--- config.mk ---
export PLATFORM = sky130hd
export DESIGN_NAME = spi_memory_bridge
export DESIGN_NICKNAME = d
export VERILOG_FILES = /design/src/rtl/spi_memory_bridge.sv
export SDC_FILE = /design/constraint.sdc
export NUM_CORES = 1
export LEC_CHECK = 0
export CORE_MARGIN = 2
export CORE_UTILIZATION = 45
export CTS_BUF_LIST = sky130_fd_sc_hd__clkbuf_4 sky130_fd_sc_hd__clkbuf_8
export DETAILED_ROUTE_END_ITERATION = 7
export PLACE_DENSITY = 0.71
export SETUP_SLACK_MARGIN = 0.15
export SYNTH_ARGS = -nofsm -noshare
export SYNTH_HDL_FRONTEND = slang
export SYNTH_SLANG_ARGS = --single-unit
export TNS_END_PERCENT = 10
--- constraint.sdc ---
create_clock -name clk -period 2.3 [get_ports clk]
set_input_delay 0.23 -clock clk [delete_from_list [all_inputs] [get_ports clk]]
set_output_delay 0.23 -clock clk [all_outputs]
set_load 0.01 [all_outputs]
--- src/rtl/spi_memory_bridge.sv ---
// SPI mode-0 slave that turns serial frames (command word + one data word, MSB first)
// into accesses on a synchronous data memory port. Burst mode: SPI_BRIDGE_AUTOINC_EN.
module spi_memory_bridge #(
  parameter int addresswidth = 7,
  parameter int width        = 8
) (
  input  logic                    clk,
  input  logic                    reset,
  input  logic                    sclk,
  input  logic                    cs_n,
  input  logic                    mosi,
  output logic                    miso,
  output logic                    miso_oe,
  output logic [addresswidth-1:0] mem_address,
  output logic                    mem_writeEnable,
  output logic [width-1:0]        mem_dataIn,
  input  logic [width-1:0]        mem_dataOut,
  output logic                    done
);

  localparam int CMDW = addresswidth + 1;
  localparam int RXW  = (CMDW > width) ? CMDW : width;
  localparam int CNTW = $clog2(RXW + 1);

  typedef enum logic [2:0] {
    S_IDLE,
    S_CMD,
    S_RD_WAIT,
    S_RD_LOAD,
    S_RD_SEND,
    S_WR_DATA,
    S_WR_COMMIT,
    S_DONE
  } state_t;

  state_t                  state_q, state_d;
  logic [2:0]              sclk_sync_q, sclk_sync_d;
  logic [1:0]              cs_sync_q, cs_sync_d;
  logic [1:0]              mosi_sync_q, mosi_sync_d;
  logic [CNTW-1:0]         bit_cnt_q, bit_cnt_d;
  logic [RXW-2:0]          rx_q, rx_d;
  logic [width-1:0]        tx_q, tx_d;
  logic                    miso_q, miso_d;
  logic                    miso_oe_q, miso_oe_d;
  logic [addresswidth-1:0] addr_q, addr_d;
  logic                    we_q, we_d;
  logic [width-1:0]        din_q, din_d;
  logic                    done_q, done_d;
  logic                    armed_q, armed_d;

  logic           rise_evt;
  logic           fall_evt;
  logic           cs_high;
  logic           mosi_bit;
  logic [RXW-1:0] rx_shift;

  assign rise_evt = sclk_sync_q[1] & ~sclk_sync_q[2];
  assign fall_evt = ~sclk_sync_q[1] & sclk_sync_q[2];
  assign cs_high  = cs_sync_q[1];
  assign mosi_bit = mosi_sync_q[1];
  assign rx_shift = {rx_q, mosi_bit};

  always_comb begin
    sclk_sync_d = {sclk_sync_q[1:0], sclk};
    cs_sync_d   = {cs_sync_q[0], cs_n};
    mosi_sync_d = {mosi_sync_q[0], mosi};
  end

  always_comb begin
    state_d   = state_q;
    bit_cnt_d = bit_cnt_q;
    rx_d      = rx_q;
    tx_d      = tx_q;
    miso_d    = miso_q;
    miso_oe_d = miso_oe_q;
    addr_d    = addr_q;
    we_d      = 1'b0;
    din_d     = din_q;
    done_d    = 1'b0;
    // A frame may only start once cs_n has been seen high, so a frame cut by reset is ignored.
    armed_d   = armed_q | cs_high;

    if (cs_high) begin
      state_d   = S_IDLE;
      bit_cnt_d = '0;
      miso_d    = 1'b0;
      miso_oe_d = 1'b0;
    end else begin
      case (state_q)
        S_IDLE: begin
          if (armed_q) begin
            state_d   = S_CMD;
            bit_cnt_d = '0;
            armed_d   = 1'b0;
          end
        end
        S_CMD: begin
          if (rise_evt) begin
            rx_d = rx_shift[RXW-2:0];
            if (bit_cnt_q == CNTW'(CMDW - 1)) begin
              addr_d    = rx_shift[addresswidth:1];
              bit_cnt_d = '0;
              state_d   = rx_shift[0] ? S_RD_WAIT : S_WR_DATA;
            end else begin
              bit_cnt_d = bit_cnt_q + CNTW'(1);
            end
          end
        end
        S_RD_WAIT: state_d = S_RD_LOAD;
        S_RD_LOAD: begin
          tx_d      = mem_dataOut;
          miso_oe_d = 1'b1;
          bit_cnt_d = '0;
          state_d   = S_RD_SEND;
        end
        S_RD_SEND: begin
          if (fall_evt) begin
            miso_d = tx_q[width-1];
            tx_d   = {tx_q[width-2:0], 1'b0};
            if (bit_cnt_q == CNTW'(width - 1)) begin
              done_d    = 1'b1;
              bit_cnt_d = '0;
`ifdef SPI_BRIDGE_AUTOINC_EN
              addr_d    = addr_q + addresswidth'(1);
              state_d   = S_RD_WAIT;
`else
              state_d   = S_DONE;
`endif
            end else begin
              bit_cnt_d = bit_cnt_q + CNTW'(1);
            end
          end
        end
        S_WR_DATA: begin
          if (rise_evt) begin
            rx_d = rx_shift[RXW-2:0];
            if (bit_cnt_q == CNTW'(width - 1)) begin
              // Strobe and data registers load here so they are valid during WR_COMMIT.
              din_d     = rx_shift[width-1:0];
              we_d      = 1'b1;
              done_d    = 1'b1;
              bit_cnt_d = '0;
              state_d   = S_WR_COMMIT;
            end else begin
              bit_cnt_d = bit_cnt_q + CNTW'(1);
            end
          end
        end
        S_WR_COMMIT: begin
`ifdef SPI_BRIDGE_AUTOINC_EN
          addr_d  = addr_q + addresswidth'(1);
          state_d = S_WR_DATA;
`else
          state_d = S_DONE;
`endif
        end
        S_DONE:  state_d = S_DONE;
        default: state_d = S_IDLE;
      endcase
    end
  end

  // cs_n synchronizer resets to "selected" so a frame still in progress cannot arm a restart.
  always_ff @(posedge clk or posedge reset) begin
    if (reset) begin
      state_q     <= S_IDLE;
      sclk_sync_q <= '0;
      cs_sync_q   <= '0;
      mosi_sync_q <= '0;
      bit_cnt_q   <= '0;
      rx_q        <= '0;
      tx_q        <= '0;
      miso_q      <= 1'b0;
      miso_oe_q   <= 1'b0;
      addr_q      <= '0;
      we_q        <= 1'b0;
      din_q       <= '0;
      done_q      <= 1'b0;
      armed_q     <= 1'b0;
    end else begin
      state_q     <= state_d;
      sclk_sync_q <= sclk_sync_d;
      cs_sync_q   <= cs_sync_d;
      mosi_sync_q <= mosi_sync_d;
      bit_cnt_q   <= bit_cnt_d;
      rx_q        <= rx_d;
      tx_q        <= tx_d;
      miso_q      <= miso_d;
      miso_oe_q   <= miso_oe_d;
      addr_q      <= addr_d;
      we_q        <= we_d;
      din_q       <= din_d;
      done_q      <= done_d;
      armed_q     <= armed_d;
    end
  end

  assign miso            = miso_q;
  assign miso_oe         = miso_oe_q;
  assign mem_address     = addr_q;
  assign mem_writeEnable = we_q;
  assign mem_dataIn      = din_q;
  assign done            = done_q;

endmodule
# Word-level counts from Yosys, hierarchy flattened
# Cells that the tools add are included.
[op_classes]
muxes = 33
n_eq_ne = 17
n_reduce_logical = 15
addsub = 1
bitwise_logic = 6
[ops]
columns = ["op", "count"]
rows = [
  ["$mux 3", 9],
  ["$ne 3x3->1 const B", 7],
  ["$pmux 3 s7", 1],
  ["$mux 4", 5],
  ["$pmux 4 s4", 1],
  ["$pmux 8 s2", 1],
  ["$mux 1", 14],
  ["$eq 3x3->1 const B", 4],
  ["$reduce_and 4->1", 3],
  ["$mux 8", 1],
  ["$reduce_bool 2->1", 4],
  ["$reduce_and 7->1", 1],
  ["$eq 3x2->1 const B", 2],
  ["$reduce_and 3->1", 2],
  ["$reduce_bool 5->1", 1],
  ["$add 4x1->4 const B", 1],
  ["$eq 4x3->1 const B", 1],
  ["$reduce_or 2->1", 2],
  ["$eq 3x1->1 const B", 1],
  ["$logic_not 3->1", 1],
  ["$ne 3x1->1 const B", 1],
  ["$not 1->1", 3],
  ["$and 1x1->1", 2],
  ["$ne 2x2->1 const B", 1],
  ["3 further kinds", 3],
]
[word_totals]
inputBits = 13
reg_bits = 49

# Longest topological paths before layout
# Gate-level depths: netlist (run 1).
[depth]
depth_word = 5
mapped_depth = 6
mapped_depth_nobuf = 5

# Worst setup path after synthesis (run 1)
# OpenSTA, ideal clock, no wires.
[synth_timing]
path_kind = "register to register"
start = "reg cs_sync_q[1]"
end = "reg din_q[0] (netlist: mem_dataIn[0])"
path_stages_with_launch = 7
required_time_ns = 2.175
period_less_slack_ns = 1.842
setup_time_ns = 0.125
slack_ns = 0.458
arrival_ns = 1.717
path_cell_list = "dfrtp_1 buf_6 or2_4 nor3_4 and3_1 buf_6 mux2_2"
[synth_via]
elab_chain_len = 2
[synth_rtl]
columns = ["item", "line", "text"]
rows = [
  ["start, declared", "38", "logic [1:0] cs_sync_q, cs_sync_d;"],
  ["start signal, assigned", "183", "cs_sync_q <= cs_sync_d;"],
  ["$not 1->1 (no source line)", "n/a", ""],
  ["$reduce_and 4->1 (no source line)", "n/a", ""],
  ["end signal, assigned", "192", "din_q <= din_d;"],
  ["end, declared", "47", "logic [width-1:0] din_q, din_d;"],
]
# No other way between the ends.
# A chain may end at the register's enable or synchronous reset.

# Worst setup path in the final report (run 1)
[layout_timing]
start = "reg bit_cnt_q[0]"
end = "reg state_q[0]"
[layout_via]
elab_chain_len = 3
elab_cells_between_ends = 5
cone_classes = "eq/ne: 4; reduce/logical: 1"
[layout_rtl]
columns = ["item", "line", "text"]
rows = [
  ["start, declared", "40", "logic [CNTW-1:0] bit_cnt_q, bit_cnt_d;"],
  ["start signal, assigned", "185", "bit_cnt_q <= bit_cnt_d;"],
  ["$eq 4x3->1 *", "100, 120, 137", ""],
  ["$ne 3x3->1 (no source line)", "n/a", ""],
  ["$reduce_and 7->1 (no source line) *", "n/a", ""],
  ["end signal, assigned", "181", "state_q <= state_d;"],
  ["end, declared", "36", "state_t state_q, state_d;"],
]
# Mark *: on every way between the ends. The rest lies on a longest branch, timed or not.

==> flow_summary_export.csv, run 1 <==
group,metric,value,unit
run_status,status,"finished, final reports clean",
clocking,cts_sinks,49,
synth,synth_edf_count,0,
sta,fin_setup_tns,0,ns
global_route,grt_pass1_vias,1479,
global_route,antenna_found_initial,0,
sta,setup_viol,0,
pwr,power.density,673.5,nW/um^2
finish,utilization,56.64,%
clocking,worstSkewPairLatency,0.30,ns
die,coreArea,4661,sq um
route,wl_per_cell,15.38,microns
die,ioPinCount,32,
sta,finalHoldViolations,0,
finish,area_growth,22.89,%
finish,antenna_cells,0,
worst_hold_path,hp-class,"in2async",
sta,skew,0.007728,ns
finish,nets,214,
global_route,grt_max_degree,50,
sta,fmax,0.5235,GHz
die,die_area,5343,sq um
die,die_h,73.10,microns
sta,fin_crit_sh,83.06,%
die,placement_rows,25,
pwr,leakage,1.217,nW
clocking,cts_root_buffer,"clkbuf_8",
route,ant_nets,0,
route,vias,1389,
global_route,overflow,0,
clocking,ctsLongestPathBuffers,2,
synth,synthesis.area,2148,sq um
clocking,htree_num_levels,2,
route,drc,0,
synth,synthDominantCellAreaShare,57.08,%
pwr,ir_worst_vdd,0.4971,mV
setup_path,critPathRequiredTime,2.48,ns
setup_path,worst-path-max-fanout,7,
place,dp_hpwl,2.804,mm
finish,drive_gt1_share,28.50,%
sta,slew_viol_final,0,
sta,layout_min_cycle_time,1.910,ns
synth,synth_area_leader_cell,"dfrtp_1",
finish,fillers,397,
die,start_util,46.09,%
setup_path,worstSetupPathType,"reg2reg",
sta,slew-limit-headroom,69.56,%
synth,ys_ff_latch,49,
route,firstDrtPassIters,4,
place,portBuffers,31,
synth,ys_seq_area_share,57.08,%
die,die_x,73.10,microns
synth,synthCells,164,
synth,synthFlopType,"dfrtp_1",
sta,tightestPinTransition,0.4567,ns
place,gpl.final_weighted_congestion,0.8400,
clocking,cts_buffers,5,
setup_path,worst_ep_arrival_time,2.09,ns
route,drt_iter0_markers,90,
setup_path,crit_path_end_kind,"flop",
route,vias_per_cell,5.469,
synth,synth-async-reset-ratio,100.0,%
global_route,grtUsageTotal,17.18,%
synth,synth_cell_types,38,
synth,synth_area_leaders,"dfrtp_1 57%, mux2_2 20%, mux2i_1 1.4%",
flow_run,maxCapViolCount,0,
synth,ys_warn_count,0,
setup_path,startpoint_type,"flop",
clocking,cts_tree,"built",
clocking,clk_pin_slew,0.09,ns
route,drt-total-wl,3.907,mm
synth,synth_nets,178,
sta,rsz0062_at_grt,"no",
global_route,grt_pass1_wl,7.010,mm
synth,syn_avg_cell_area,13.10,sq um
final cells by class:
type / instances / area (sq um) / share of cell area [%]
Clock buffer: 5 / 68.82 / 2.607
Clock inverter: 2 / 35.03 / 1.327
Inverter: 7 / 26.28 / 0.9953
Multi-Input combinational cell: 101 / 855.8 / 32.42
Sequential cell: 49 / 1226 / 46.45
Tap cell: 54 / 67.56 / 2.559
Timing Repair Buffer: 36 / 360.3 / 13.65
power breakdown:
part | internal [W] | switching, W
Combinational | 0.000108 | 0.0000855
Clock | 0.000316 | 0.000268
Sequential | 0.000937 | 0.0000626
Total | 0.00136 | 0.000417
critical path, cell delays in order (launching register included):
cell       delay, ns
dfrtp_1         0.42
ha_1            0.24
and3b_1         0.27
mux2_2          0.31
o211a_1         0.20
a2111oi_0       0.34
path summary, 6_finish.rpt:
path / startpoint / endpoint / slack (ns) / cells after the start
max reg2reg: bit_cnt_q[0] / state_q[0] / 0.39 / 5
min: reset / sclk_sync_q[0] / 0.28 / 3
max in group asynchronous: reset / mosi_sync_q[0] / 1.79 / 3
min reg2reg: mosi_sync_q[0] / mosi_sync_q[1] / 0.34 / 0
max: bit_cnt_q[0] / state_q[0] / 0.39 / 5
min in group clk: mosi_sync_q[0] / mosi_sync_q[1] / 0.34 / 0
stage by stage:
step	worst slack, ns	hold slack (ns)	total power (W)	instances	area [sq um]
floorplan	0.4582	0.2614	0.001140	164	2148
global placement	0.4371	0.3321	0.001196	247	2534
detailed placement	0.3524	0.3355	0.001213	247	2534
CTS	0.3337	0.2960	0.001798	254	2638
global route	0.1897	0.3213	0.001873	254	2640
finish	0.3897	0.2820	0.001778	254	2640
registers in the layout, indices dropped and copies added (netlist names):
signal	cells
mem_address	7
mem_dataIn	8
mosi_sync_q	2
sclk_sync_q	3
tx_q	8
miso	1
armed_q	1
rx_q	7
bit_cnt_q	4
mem_writeEnable	1
state_q	3
done	1
miso_oe	1
cs_sync_q	2
kinds of logic after synthesis:
| group | synth area share [%] |
|---|---|
| multiplexers | 21.32 |
| AO/OA/AOI/OAI | 7.164 |
| adder cells (fa/ha/maj) | 0.5823 |
| buffers and inverters | 3.203 |
| AND/OR/NAND/NOR | 10.66 |
| flip-flops | 57.08 |
routing by layer:
layer	vias to the layer above	wire [microns]	track usage [%]	part of all wire, %
met3	7	149	4.144	3.8
met1	697	1695	22.36	43
met5	-	0	0	0
met2	25	2002	27.83	51
li1	660	-	-	-
met4	0	59	6.379	1.5
timing repair:
action | CTS | global route
endpoints found under the setup margin | 0 | 1
hold buffers | 0 | 0
gates resized for setup | 0 | 1
setup buffers | 0 | 0
cell usage after synthesis, types with 2 or more instances:
cell,number
a21oi_1,3
mux2_2,38
and3_1,2
nor2b_1,2
nor2_1,8
nor3_1,5
clkbuf_1,4
buf_6,2
inv_1,7
o22ai_1,3
nand2b_1,3
nand3_1,4
o21ai_0,3
mux2i_1,3
a211oi_1,2
dfrtp_1,49
nand2_1,5
placed cells by master (no fill, tap or decap), types with 2 or more instances in the layout:
cell type and n:
o21ai_0 3, mux2i_1 3, o22ai_1 3, a211oi_1 2, inv_1 6, nand2_1 5
nand3_1 4, clkbuf_8 5, clkdlybuf4s50_1 31, mux2_2 38, dfrtp_1 49, nor2b_1 2
a21oi_1 3, buf_4 4, nor3_1 5, nor2_1 7, nand2b_1 3, and3_1 2
No activity file was read; power rests on OpenSTA's default activity.
==> inputs of run 2 (changes only) <==
Clock period 2.3 ns to 1.77 ns, I/O delays scaled along.
==> run 2 against run 1 <==
Clock-buffer cell count increased by 1. Core utilization increased by 3.8 points. Non-clock buffer count increased by 17. Worst hold slack got worse by 0.060 ns. Power increased by 28%. Wire length increased by 6.9%. Critical endpoint unchanged. Combinational power increased by 62%.
==> flow_summary_export.csv, run 2 (synthesized netlist as in run 1, its figures left out) <==
group,metric,value,unit
pwr,leakage,1.340,nW
sta,fin_crit_sh,94.13,%
setup_path,slowest_stage,"dfrtp_1",
flow_run,maxCapViolCount,0,
sta,fin_hold_ws,0.2221,ns
global_route,overflow,0,
finish,multiInputGateArea,892.1,sq um
finish,drive_gt1_share,36.70,%
global_route,grtUsageTotal,17.99,%
finish,final_common_cell,"dfrtp_1",
clocking,ctsHoldBuffers,0,
clocking,worstSkewPairLatency,0.30,ns
place,preCtsSetupSlack,0.008565,ns
global_route,grt_max_degree,50,
finish,antenna_cells,0,
global_route,antenna_found_initial,0,
finish,area_growth,31.16,%
finish,ff_latch_area,1229,sq um
route,firstDrtPassIters,4,
setup_path,critPathRequiredTime,1.96,ns
route,wl_per_cell,15.35,microns
sta,layout_setup_ws,0.1039,ns
die,die_x,73.10,microns
clocking,cts_buffers,5,
die,die_h,73.10,microns
worst_hold_path,hp-class,"in2async",
setup_path,cp_slowest_stage_delay,0.40,ns
finish,fillers,374,
route,vias,1453,
route,drt-total-wl,4.175,mm
run_status,status,"finished, final reports clean",
sta,rsz0062_at_grt,"yes",
finish,instances_no_fill,272,
clocking,clk_pin_slew,0.09,ns
route,ant_nets,0,
place,dp_cells,260,
setup_path,worst-path-max-fanout,4,
sta,finalHoldViolations,0,
setup_path,crit_chain,"ha_2 -> and3b_2 -> mux2_2 -> o211a_1 -> a2111oi_2",
sta,skew,0.005660,ns
sta,slew_viol_final,0,
place,portBuffers,31,
sta,fmax,0.6002,GHz
die,die_area,5343,sq um
route,drc,0,
sta,tightestPinTransition,0.3136,ns
sta,setup_viol,0,
place,dp_hpwl,3.024,mm
finish,final_cell_mix,"47 x dfrtp_1, 34 x mux2_2, 31 x clkdlybuf4s50_1",
global_route,grt_pass1_vias,1519,
finish,nets,231,
die,coreArea,4661,sq um
die,start_util,46.09,%
setup_path,worst_ep_arrival_time,1.85,ns
global_route,grt_pass1_wl,7.231,mm
clocking,ctsLongestPathBuffers,2,
die,ioPinCount,32,
clocking,cts_root_buffer,"clkbuf_8",
setup_path,startpoint_type,"flop",
place,gpl.final_weighted_congestion,0.7832,
clocking,cts_tree,"built",
route,vias_per_cell,5.342,
clocking,htree_num_levels,2,
setup_path,crit_path_end_kind,"flop",
sta,layout_min_cycle_time,1.666,ns
die,placement_rows,25,
pwr,ir_worst_vdd,0.4413,mV
route,drt_iter0_markers,83,
sta,slew-limit-headroom,78.91,%
clocking,cts_sinks,49,
setup_path,worstSetupPathType,"reg2reg",
pwr,power.density,805.6,nW/um^2
[run 2: cell count changes in the layout (fill, tap and decap cells not counted), moves of 2 or more]
cell	change
buf_4	+15
mux2_4	+4
buf_12	+2
mux2_2	-4
dfrtp_1	-2
dfrtp_2	+2
[run 2: worst paths after layout]
kind / cells after the start / slack, ns / end / startpoint
min in group clk: 1 / 0.31 / sclk_sync_q[0] / sclk
setup / recovery: 5 / 0.10 / state_q[0] / bit_cnt_q[0]
hold / removal: 3 / 0.22 / tx_q[7] / reset
max in group asynchronous: 3 / 1.31 / state_q[0] / reset
setup reg to reg: 5 / 0.10 / state_q[0] / bit_cnt_q[0]
hold reg to reg: 0 / 0.36 / sclk_sync_q[1] / sclk_sync_q[0]
[run 2: critical path, delay by kind of cell, from the launching register on]
kind | cells | cell delay [ns]
adders and majority gates | 1 | 0.21
DFF | 1 | 0.40
muxes | 1 | 0.29
and+or+nand+nor | 1 | 0.25
AOI/OAI and AO/OA | 2 | 0.41
[run 2: per-stage QoR]
| stage | util (%) | total power [W] | setup TNS (ns) | cell area, sq um |
|---|---|---|---|---|
| 5_1_grt | 60.46 | 0.002401 | 0 | 2818 |
| 2_1_floorplan | - | 0.001481 | -0.1290 | 2148 |
| 3_3_place_gp | 56.72 | 0.001591 | 0 | 2644 |
| 3_5_place_dp | 56.72 | 0.001610 | 0 | 2644 |
| 6_report | 60.46 | 0.002270 | 0 | 2818 |
| 4_1_cts | 60.11 | 0.002301 | 0 | 2801 |
[run 2: cell type report]
| cell class | instances | area share, % |
|---|---|---|
| Sequential cell | 49 | 43.61 |
| Multi-Input combinational cell | 101 | 31.66 |
| Timing Repair Buffer | 53 | 18.21 |
| Clock buffer | 6 | 2.709 |
| Tap cell | 54 | 2.398 |
| Inverter | 7 | 0.9325 |
| Clock inverter | 2 | 0.4885 |
[run 2: per-layer routing]
metal	wire (microns)	vias up	track usage, %
met5	0	-	0
met4	70	0	8.230
met3	97	5	4.006
met2	2162	20	29.63
met1	1845	733	22.49
li1	-	695	-
[run 2: timing repair]
item | CTS | global route
endpoints found under the setup margin | 25 | 25
endpoints found under the hold margin | 0 | 0
resized for setup | 11 | 2
setup buffers | 3 | 1
pin swaps | 1 | 0
[run 2: report_power, final]
group	switching, W	internal [W]
combinational	0.000130	0.000183
sequential	0.0000769	0.00122
clock	0.000365	0.000297
==> inputs of run 3 (changes only) <==
Settings changed: GPL_ROUTABILITY_DRIVEN from default to 0.
==> run 3 against run 2 <==
Sequential share of layout area decreased by 0.54 points. Critical path depth is the same. Sequential cell count did not move. Register-to-register slack improved by 0.02 ns. Cell area increased by 1.2%. Die area stayed put. Wire length decreased by 0.48%. Worst setup slack improved by 0.016 ns. Non-clock buffer count increased by 4.
==> flow_summary_export.csv, run 3 (synthesized netlist as in run 1, its figures left out) <==
group,metric,value,unit
sta,rsz0062_at_grt,"yes",
finish,utilization,61.21,%
clocking,cts_tree,"built",
finish,fillers,353,
die,coreArea,4661,sq um
worst_hold_path,hp-class,"in2async",
setup_path,worst_ep_arrival_time,1.84,ns
clocking,clk_pin_slew,0.09,ns
finish,drive_gt1_share,38.91,%
sta,fmax,0.6059,GHz
die,ioPinCount,32,
clocking,cts_sinks,49,
setup_path,worst-path-max-fanout,4,
setup_path,worstSetupPathType,"reg2reg",
global_route,grt_pass1_vias,1552,
setup_path,startpoint_type,"flop",
die,die_x,73.10,microns
sta,tightestPinTransition,0.2691,ns
global_route,grt_pass1_wl,7.038,mm
sta,layout_setup_ws,0.1196,ns
setup_path,r2r_cells,5,
die,start_util,46.09,%
die,die_h,73.10,microns
pwr,leakage,1.356,nW
pwr,power.density,797.8,nW/um^2
run_status,status,"finished, final reports clean",
route,firstDrtPassIters,4,
global_route,grtUsageTotal,17.17,%
setup_path,ff2ff_setup_slack,0.12,ns
place,dp_hpwl,2.869,mm
clocking,cts_root_buffer,"clkbuf_8",
clocking,ctsLongestPathBuffers,2,
route,wl_per_cell,15.11,microns
flow_run,maxCapViolCount,0,
route,ant_nets,0,
route,drc,0,
finish,antenna_cells,0,
sta,layout_min_cycle_time,1.650,ns
die,placement_rows,25,
clocking,worstSkewPairLatency,0.30,ns
global_route,overflow,0,
finish,final_common_cell,"dfrtp_1",
sta,slew_viol_final,0,
clocking,ctsHoldBuffers,0,
sta,fin_hold_ws,0.2213,ns
route,vias_per_cell,5.404,
global_route,grt_max_degree,50,
route,drt-total-wl,4.155,mm
clocking,cts_buffers,5,
sta,finalHoldViolations,0,
route,vias,1486,
sta,fin_crit_sh,93.25,%
finish,nets,235,
die,die_area,5343,sq um
global_route,antenna_found_initial,0,
place,preCtsSetupSlack,-0.02591,ns
sta,slew-limit-headroom,82.03,%
setup_path,crit_path_end_kind,"flop",
sta,setup_viol,0,
setup_path,r2r_start,"bit_cnt_q[1]",
clocking,htree_num_levels,2,
place,portBuffers,31,
setup_path,critPathRequiredTime,1.96,ns
pwr,ir_worst_vdd,0.4124,mV
sta,skew,0.009298,ns
setup_path,reg2reg_to,"state_q[0]",
route,drt_iter0_markers,76,
finish,final_cell_mix,"47 x dfrtp_1, 35 x mux2_2, 31 x clkdlybuf4s50_1",
finish,area_growth,32.79,%
## run 3: timing repair
item                                    CTS  global route
endpoints found under the setup margin   33            25
pin swaps                                 7             0
setup buffers                            10             1
endpoints found under the hold margin     0             0
gates resized for setup                  12             3
## run 3: area by class of cell
| cell class | count | area, sq um | area share, % |
|---|---|---|---|
| sequential | 49 | 1229 | 43.07 |
| timing repair buffer | 57 | 543.0 | 19.04 |
| inverter | 7 | 26.28 | 0.9211 |
| clock inverter | 1 | 7.507 | 0.2632 |
| clock buffer | 6 | 82.58 | 2.895 |
| multi-input combinational | 101 | 897.1 | 31.45 |
| tap | 54 | 67.56 | 2.368 |
## run 3: how the worst max path moves through the flow
stage | startpoint | to | slack, ns
6_report | bit_cnt_q[1] | state_q[0] | 0.12
3_3_place_gp | state_q[0] | mem_dataIn[1] | 0.06
3_5_place_dp | bit_cnt_q[0] | state_q[0] | -0.03
4_1_cts | state_q[0] | state_q[0] | 0.14
5_1_grt | bit_cnt_q[1] | state_q[0] | 0.06
2_1_floorplan | cs_sync_q[1] | mem_dataIn[0] | -0.02
## run 3: per-stage QoR
| step | power [W] | instances | area [sq um] | setup TNS [ns] |
|---|---|---|---|---|
| after floorplan | 0.001481 | 164 | 2148 | -0.1290 |
| after global placement | 0.001580 | 257 | 2621 | 0 |
| after detailed placement | 0.001600 | 257 | 2621 | -0.1370 |
| after CTS | 0.002292 | 274 | 2836 | 0 |
| after global routing | 0.002388 | 275 | 2853 | 0 |
| final | 0.002276 | 275 | 2853 | 0 |
## run 3: routing by layer
metal	vias to the layer above	GRT usage (%)	share of wire, %
met5	-	0	0
met4	0	7.819	1.7
met3	7	5.525	4.1
met2	37	26.83	51
met1	746	21.71	43
li1	696	-	-
## run 3: power breakdown
part           total, W  internal (W)  switching [W]
combinational  0.000317      0.000185       0.000132
sequential      0.00129       0.00122      0.0000755
clock          0.000664      0.000309       0.000355
## run 3: worst max-delay path: stages, from the launching register on
cell       delay [ns]
dfrtp_1          0.39
ha_2             0.19
and3b_2          0.23
mux2_4           0.29
o211a_1          0.22
a2111oi_2        0.21
